<file path="src/rtl/merge_rr5.sv">
`default_nettype none
// ============================================================================
// Module   : merge_rr5
// Purpose  : Five-channel round-robin merger with packet lock. Recombines
//            channels 0..4 into one valid/ready stream through a single
//            registered output stage, tagging every beat with its source.
//            Once a channel wins, it owns the output until its last beat.
// Ports    : clk, rst_n             - clock, async active-low reset
//            in_valid/in_last [4:0] - per-channel valid and end-of-packet
//            in_data [5*WIDTH-1:0]  - channel i at [i*WIDTH +: WIDTH]
//            in_ready [4:0]         - per-channel ready (one-hot or zero)
//            out_valid/out_data/out_last/out_src - registered output beat
//            out_ready              - downstream ready
// Revision : 1.0 - initial release
// ============================================================================
module merge_rr5 #(
    parameter int WIDTH = 32
) (
    input  logic                 clk,
    input  logic                 rst_n,
    input  logic [4:0]           in_valid,
    input  logic [4:0]           in_last,
    input  logic [5*WIDTH-1:0]   in_data,
    output logic [4:0]           in_ready,
    output logic                 out_valid,
    output logic [WIDTH-1:0]     out_data,
    output logic                 out_last,
    output logic [2:0]           out_src,
    input  logic                 out_ready
);

    typedef enum logic [0:0] {
        IDLE   = 1'b0,
        LOCKED = 1'b1
    } state_t;

    state_t           state;
    logic [2:0]       ptr;
    logic [2:0]       lock_ch;

    logic             load_en;
    logic [2:0]       ptr_eff;
    logic [2:0]       cand;
    logic             cand_found;
    logic             xfer;
    logic [WIDTH-1:0] sel_data;
    logic             sel_last;
    logic [2:0]       next_ptr;
    logic [3:0]       scan_sum;
    logic [2:0]       scan_idx;

    // The output register may take a beat when empty or draining this cycle.
    assign load_en = !out_valid || out_ready;

    // Out-of-range pointer values are treated as channel 0.
    assign ptr_eff = (ptr > 3'd4) ? 3'd0 : ptr;

    // Candidate selection. In IDLE, scan from the farthest offset down to
    // offset 0 so that the closest valid channel to ptr is the last write
    // and therefore wins.
    always_comb begin
        cand       = 3'd0;
        cand_found = 1'b0;
        scan_sum   = 4'd0;
        scan_idx   = 3'd0;
        if (state == LOCKED) begin
            cand       = lock_ch;
            cand_found = in_valid[lock_ch];
        end else begin
            for (int o = 4; o >= 0; o--) begin
                scan_sum = {1'b0, ptr_eff} + 4'(o);
                scan_idx = (scan_sum >= 4'd5) ? 3'(scan_sum - 4'd5) : scan_sum[2:0];
                if (in_valid[scan_idx]) begin
                    cand       = scan_idx;
                    cand_found = 1'b1;
                end
            end
        end
    end

    // Reset gating keeps in_ready low while rst_n is asserted even though
    // the empty output register would otherwise allow a load.
    assign xfer = rst_n && cand_found && load_en;

    always_comb begin
        in_ready = 5'd0;
        if (xfer) begin
            in_ready[cand] = 1'b1;
        end
    end

    // Mux the winning channel's payload.
    always_comb begin
        sel_data = '0;
        sel_last = 1'b0;
        for (int i = 0; i < 5; i++) begin
            if (cand == 3'(i)) begin
                sel_data = in_data[i*WIDTH +: WIDTH];
                sel_last = in_last[i];
            end
        end
    end

    assign next_ptr = (cand >= 3'd4) ? 3'd0 : cand + 3'd1;

    // Arbitration state and registered output stage.
    always_ff @(posedge clk or negedge rst_n) begin
        if (!rst_n) begin
            state     <= IDLE;
            ptr       <= 3'd0;
            lock_ch   <= 3'd0;
            out_valid <= 1'b0;
            out_data  <= '0;
            out_last  <= 1'b0;
            out_src   <= 3'd0;
        end else begin
            if (xfer) begin
                out_valid <= 1'b1;
                out_data  <= sel_data;
                out_last  <= sel_last;
                out_src   <= cand;
                if (sel_last) begin
                    // Packet complete: release and advance past the winner.
                    state <= IDLE;
                    ptr   <= next_ptr;
                end else begin
                    // Hold the output for this channel; ptr stays put.
                    state   <= LOCKED;
                    lock_ch <= cand;
                end
            end else if (out_valid && out_ready) begin
                // Drained with nothing to replace it; payload is held.
                out_valid <= 1'b0;
            end
        end
    end

endmodule
`default_nettype wire

</file>
<file path="config.mk">
export PLATFORM = sky130hd
export DESIGN_NAME = merge_rr5
export DESIGN_NICKNAME = d
export VERILOG_FILES = /design/src/rtl/merge_rr5.sv
export SDC_FILE = /design/constraint.sdc
export NUM_CORES = 1
export LEC_CHECK = 0
export CAP_MARGIN = 20
export CELL_PAD_IN_SITES_DETAIL_PLACEMENT = 1
export CELL_PAD_IN_SITES_GLOBAL_PLACEMENT = 1
export CORE_ASPECT_RATIO = 1.25
export CORE_MARGIN = 2
export CORE_UTILIZATION = 29
export CTS_BUF_LIST = sky130_fd_sc_hd__clkbuf_8
export DETAILED_ROUTE_END_ITERATION = 8
export HOLD_SLACK_MARGIN = 0.06
export PLACE_DENSITY_LB_ADDON = 0.1
export SLEW_MARGIN = 20
export SYNTH_ARGS = -nofsm -noshare
export SYNTH_HDL_FRONTEND = slang
export SYNTH_SLANG_ARGS = --single-unit
export TNS_END_PERCENT = 50
</file>
<file path="constraint.sdc">
create_clock -name clk -period 6.9 [get_ports clk]
set_input_delay 0.69 -clock clk [delete_from_list [all_inputs] [get_ports clk]]
set_output_delay 0.69 -clock clk [all_outputs]
set_load 0.02 [all_outputs]
</file>
==> flow_metrics.tcl, run 1 <==
set metrics [dict create \
    syn_avg_cell_area_sq_um 7.038 \
    drt_iter0_drc 312 \
    antenna_found_initial 2 \
    crit_fanout 21 \
    synth.yosys.seq_area_share 0.2392 \
    slowest_delay_ns 0.71 \
    io_buffer_count 214 \
    hold_buffers 0 \
    cts_sinks 44 \
    seqPwrFrac 0.141 \
    hpwlAfterDp_mm 16.34 \
    tritoncts "done" \
    vias_per_cell 5.448 \
    grt_remaining_overflow 0 \
    num_antenna_cells 0 \
    arrival_ns 6.22 \
    power_switching_share 0.5698 \
    period_minus_slack_ns 6.027 \
    hold_viol 0 \
    synth_edf_count 0 \
    num_vias 5644 \
    multi_input_area_sq_mm 0.003136 \
    hp-class "input port to asynchronous set/reset pin" \
    gp_congestion 0.9108 \
    maxCapViolCount 0 \
    crit_required_ns 7.09 \
    die-height_microns 144.9 \
    yosys.area.top_type "dfrtp_1" \
    fillCellCount 1973 \
    initial_core_util 0.2956 \
    drc_errors 0 \
    root_buffer "clkbuf_8" \
    dp_cells 1028 \
    wl_per_cell_microns 19.89 \
    dr.pass1.iters 4 \
    fin_crit_sh 0.8735 \
    ant_nets 0 \
    cts-resized-gates 0 \
    grt_pass1_wl_mm 31.62 \
    fmax_ghz 0.1659 \
    slew_viol_final 0 \
    synthFlopType "dfrtp_1" \
    intPower_mw 1.405 \
    grt_pass1_vias 5899 \
    endpoint_kind "register" \
    power_mw 3.267 \
    setup_viol_count_final 0 \
    syn2layout_area_growth_pct 49.80 \
    fin_tns_setup_ns 0 \
    worstSetupStartpointType "register" \
    regArea_sq_mm 0.001101 \
    finClkSkew_ns 0.006463 \
    post_cts_buffers 0 \
    clkLatencyLatePin_ns 0.31 \
    syn_nets 839 \
    grt_max_degree 74 \
    synth_area_sq_mm 0.004603 \
    clkTransAtPathRegs_ns 0.09 \
    outcome "finished clean" \
    coreArea_sq_mm 0.01557 \
    grtUsageTotal 0.2409 \
    p_switching_mw 1.861 \
    numCtsBuffers 5 \
    synth_cells 654 \
    drive_gt1_frac 0.05340 \
    rows 51 \
    clock_path_buffers 2 \
    synth_warnings 0 \
    path_class "register to register" \
    synth_seq_cells 44 \
    clkPwrFrac 0.051 \
    yosysMostFrequentCell "nor2_1" \
    synth_top_area_share 0.2392 \
    top_level_ports 215 \
    tightest_slew_ns 0.7681 \
    ys_top_cells_by_count "nor2_1 (108), a21oi_1 (81), nand2_1 (80), dfrtp_1 (44)" \
    yosys.cell_types.count 73 \
    cp_slowest_cell "dfrtp_1" \
    synth.area.top_cells "dfrtp_1 (24%), a21oi_1 (8.8%), nor2_1 (8.8%)" \
    drt_wl_total_mm 20.61 \
    worstPathCellList "nand2b_1 > inv_1 > ha_1 > or4b_1 > a21o_1 > a221o_1 > nand2_2 > mux2_1 > a211o_1 > o311a_1 > inv_2 > ha_1 > nor2b_1 > a22oi_1 > nor2_1 > a21oi_1 > a2111oi_0 > o21ai_0 > nand3_1 > a21oi_1 > o32a_1" \
    die-area_sq_mm 0.01690 \
    final_cells 1036 \
    synthArstFlopShare 1.000 \
    die_x_microns 116.7 \
    ir_drop_mv 0.2666 \
    rsz0062_at_grt "no" \
    htreeDepth 2 \
    maxSlewHeadroom 0.4879 \
    power_frac_comb 0.808 \
    p_leak_nw 2.711 \
    finalNetCount 1008 \
    power.density_mw_per_mm2 473.7 \
]
power groups by stage:
stage | clock network (mW) | logic (mW) | registers (mW)
2_1_floorplan | 0 | 1.77 | 0.533
3_3_place_gp | 0 | 2.58 | 0.458
3_5_place_dp | 0 | 2.63 | 0.465
4_1_cts | 0.175 | 2.64 | 0.460
5_1_grt | 0.184 | 2.93 | 0.473
6_report | 0.168 | 2.64 | 0.459
layout by cell type, fill, tap and decap left out, types with 4 or more instances in the layout:
cell and instances:
a211o_1 4, a21o_1 6, a21oi_1 81, a22oi_1 35, a31oi_1 6, and2_1 5, buf_4 14, clkbuf_8 5
clkdlybuf4s50_1 213, dfrtp_1 44, ha_1 9, inv_1 14, mux2i_1 5, nand2_1 79, nand2b_1 8, nand3_1 13
nand4_1 35, nor2_1 108, nor3b_1 5, nor4_1 4, o211ai_1 10, o21ai_0 12, o311ai_0 4, o311ai_1 29
registers in the layout, indices dropped and copies added (netlist names):
name	cells
out_src	3
ptr	3
lock_ch	3
out_data	32
out_last	1
state	1
out_valid	1
worst paths after layout:
path                                        start                        to  slack, ns  depth (start not counted)
min reg2reg                out_src[2]$_DFFE_PN0P_    out_src[2]$_DFFE_PN0P_       0.50                          1
max reg2reg                    ptr[2]$_DFFE_PN0P_    lock_ch[2]$_DFFE_PN0P_       0.87                         21
max                            ptr[2]$_DFFE_PN0P_    lock_ch[2]$_DFFE_PN0P_       0.87                         21
min                                         rst_n   out_data[7]$_DFFE_PN0P_       0.46                          2
min in group clk           out_src[2]$_DFFE_PN0P_    out_src[2]$_DFFE_PN0P_       0.50                          1
max in group asynchronous                   rst_n  out_data[29]$_DFFE_PN0P_       6.01                          2
layer usage:
metal  part of all wire  routed length, microns  GRT usage
met3              0.071                    1470    0.06747
met5             0.0013                      27          0
met2               0.49                   10130     0.4186
met1               0.40                    8213     0.2776
met4              0.037                     759    0.09536
kinds of logic after synthesis:
| family | count (synthesis) | synth area share |
|---|---|---|
| and+or+nand+nor | 285 | 0.2925 |
| AOI/OAI and AO/OA | 221 | 0.3308 |
| buffers and inverters | 83 | 0.08182 |
| DFF | 44 | 0.2392 |
| adders and majority gates | 12 | 0.03262 |
| muxes | 9 | 0.02310 |
worst max-delay path: cells and delay by family (launching register included):
kind | cells | cell delay [ns]
AND/OR/NAND/NOR | 6 | 1.56
buffers and inverters | 2 | 0.50
AO/OA/AOI/OAI | 10 | 2.25
multiplexers | 1 | 0.33
adder cells (fa/ha/maj) | 2 | 0.55
flip-flops | 1 | 0.71
per-stage QoR:
step / hold slack (ns) / setup slack [ns] / instance area, sq um / utilization
after floorplan: 0.3944 / 1.744 / 4603 / -
after global placement: 0.4624 / 1.243 / 6808 / 0.4372
after detailed placement: 0.4734 / 1.016 / 6808 / 0.4372
after CTS: 0.4820 / 0.9568 / 6895 / 0.4429
after global routing: 0.5094 / 0.2894 / 6895 / 0.4429
final: 0.4616 / 0.8728 / 6895 / 0.4429
area by class of cell:
cell class | count | share of cell area
Timing Repair Buffer | 228 | 0.3252
Inverter | 17 | 0.009254
Clock buffer | 5 | 0.009980
Sequential cell | 44 | 0.1597
Tap cell | 212 | 0.03847
Multi-Input combinational cell | 527 | 0.4547
Clock inverter | 3 | 0.002722
Note: power is estimated with default switching activity, not from simulation.
==> run 2, diff against run 1 <==
--- a/config.mk
+++ b/config.mk
@@ -8,7 +8,6 @@
 export CAP_MARGIN = 20
 export CELL_PAD_IN_SITES_DETAIL_PLACEMENT = 1
 export CELL_PAD_IN_SITES_GLOBAL_PLACEMENT = 1
-export CORE_ASPECT_RATIO = 1.25
 export CORE_MARGIN = 2
 export CORE_UTILIZATION = 29
 export CTS_BUF_LIST = sky130_fd_sc_hd__clkbuf_8
==> flow_metrics.tcl, run 2 (same netlist as run 1, synthesis figures left out) <==
set metrics [dict create \
    r2r_cells 21 \
    numCtsBuffers 5 \
    vias_per_cell 5.516 \
    wl_met2_mm 10.17 \
    cp_slowest_cell "dfrtp_1" \
    p_leak_nw 2.719 \
    maxSlewHeadroom 0.3794 \
    ir_drop_mv 0.2416 \
    fin_util 0.4403 \
    die-height_microns 130.0 \
    mostFrequentLayoutCell "clkdlybuf4s50_1" \
    coreArea_sq_mm 0.01571 \
    regMostFlops "out_data" \
    io_buffer_count 214 \
    drc_errors 0 \
    grt_pass1_wl_mm 32.05 \
    gp_congestion 0.9039 \
    drt_iter0_drc 353 \
    clkTransAtPathRegs_ns 0.10 \
    mostFrequentLayoutCells "clkdlybuf4s50_1 (213), nor2_1 (108), a21oi_1 (81), nand2_1 (79), dfrtp_1 (44)" \
    setup_viol_count_final 0 \
    outcome "finished clean" \
    initial_core_util 0.2930 \
    period_minus_slack_ns 6.198 \
    endpoint_kind "register" \
    finClkSkew_ns 0.01110 \
    wl_per_cell_microns 20.10 \
    fmax_ghz 0.1614 \
    clkLatencyLatePin_ns 0.32 \
    cp_top_family "compound AO/OA/AOI/OAI gates" \
    worstPathCellList "nor2b_2 > inv_1 > ha_1 > nand3b_1 > a221oi_1 > o311ai_2 > nand2_2 > mux2_1 > a211o_1 > o311a_1 > inv_2 > ha_1 > nor2b_1 > a22oi_1 > nor2_1 > a21oi_1 > a2111oi_0 > o21ai_0 > nand3_1 > a21oi_1 > o32a_1" \
    antenna_found_initial 1 \
    fin_tns_setup_ns 0 \
    crit_fanout 21 \
    grt_remaining_overflow 0 \
    dr.pass1.iters 4 \
    routed-wl-met3_mm 1.310 \
    drt_wl_total_mm 20.91 \
    finalNetCount 1007 \
    cp.depth 21 \
    cts_sinks 44 \
    hp-class "input port to asynchronous set/reset pin" \
    htreeDepth 2 \
    crit_required_ns 7.11 \
    tightest_slew_ns 0.9299 \
    syn2layout_area_growth_pct 50.29 \
    grt_max_degree 74 \
    arrival_ns 6.41 \
    largest_register_ffs 32 \
    hpwlAfterDp_mm 16.37 \
    grt_pass1_vias 5880 \
    holdWs_ns 0.4676 \
    ant_nets 0 \
    drive_gt1_frac 0.05225 \
    power.density_mw_per_mm2 477.9 \
    m1WireLength_mm 9.017 \
    die-area_sq_mm 0.01690 \
    slew_viol_final 0 \
    fin_crit_sh 0.8982 \
    slowest_delay_ns 0.74 \
    maxCapViolCount 0 \
    root_buffer "clkbuf_8" \
    route.top_layer_used "met4" \
    rows 46 \
    top_level_ports 215 \
    die_x_microns 130.0 \
    path_class "register to register" \
    rsz0062_at_grt "no" \
    clock_path_buffers 2 \
    num_vias 5737 \
    hold_viol 0 \
    tritoncts "done" \
    crit_buf_inv 2 \
    grtUsageTotal 0.2415 \
    worstSetupStartpointType "register" \
]
[run 2: changes by cell type in the layout (fill, tap and decap cells not counted)]
| cell | change |
|---|---|
| clkinv_4 | -1 |
| nor2b_1 | -1 |
| diode_2 | +1 |
| clkinv_2 | -1 |
| buf_4 | -1 |
| bufinv_16 | +1 |
| inv_1 | +1 |
| nor2b_2 | +1 |
[run 2: report_power, final]
| part | leakage (nW) | switching (mW) | internal [mW] |
|---|---|---|---|
| Sequential | 0.554 | 0.0960 | 0.368 |
| Clock | 0.0593 | 0.101 | 0.106 |
| Combinational | 2.11 | 1.67 | 0.962 |
| Total | 2.72 | 1.87 | 1.44 |
[run 2: through the flow]
stage	setup WS (ns)	cells	total power, mW	area, sq um
2_1_floorplan	1.744	654	2.300	4603
3_3_place_gp	0.9233	1031	3.044	6805
3_5_place_dp	0.6153	1031	3.103	6805
4_1_cts	0.6056	1039	3.315	6913
5_1_grt	0.1671	1040	3.637	6918
6_report	0.7023	1040	3.306	6918
[run 2: area by class of cell]
cell class	instances	area (sq um)
Antenna cell	1	2.502
Clock buffer	5	68.82
Clock inverter	3	38.79
Fill cell	1899	8795
Inverter	17	63.81
Multi-Input combinational cell	527	3138
Sequential cell	44	1101
Tap cell	216	270.3
Timing Repair Buffer	227	2235
[run 2: final timing paths]
check,slack (ns),endpoint,from
worst min-delay path,0.47,lock_ch[2]$_DFFE_PN0P_,rst_n
worst max register to register,0.70,lock_ch[2]$_DFFE_PN0P_,ptr[1]$_DFFE_PN0P_
max in group asynchronous,5.98,out_src[2]$_DFFE_PN0P_,rst_n
min in group clk,0.50,out_src[0]$_DFFE_PN0P_,out_src[0]$_DFFE_PN0P_
worst max-delay path,0.70,lock_ch[2]$_DFFE_PN0P_,ptr[1]$_DFFE_PN0P_
worst min register to register,0.50,out_src[0]$_DFFE_PN0P_,out_src[0]$_DFFE_PN0P_
[run 2: timing repair]
action / in CTS / in global routing
hold buffers: 0 / 0
setup buffers: 0 / 0
resized for setup: 0 / 1
endpoints found under the setup margin: 0 / 2
[run 2: layer usage]
layer,global-route usage,up-vias
met5,0,-
met3,0.04838,26
met4,0.06388,0
li1,-,2763
met2,0.4078,199
met1,0.3157,2749
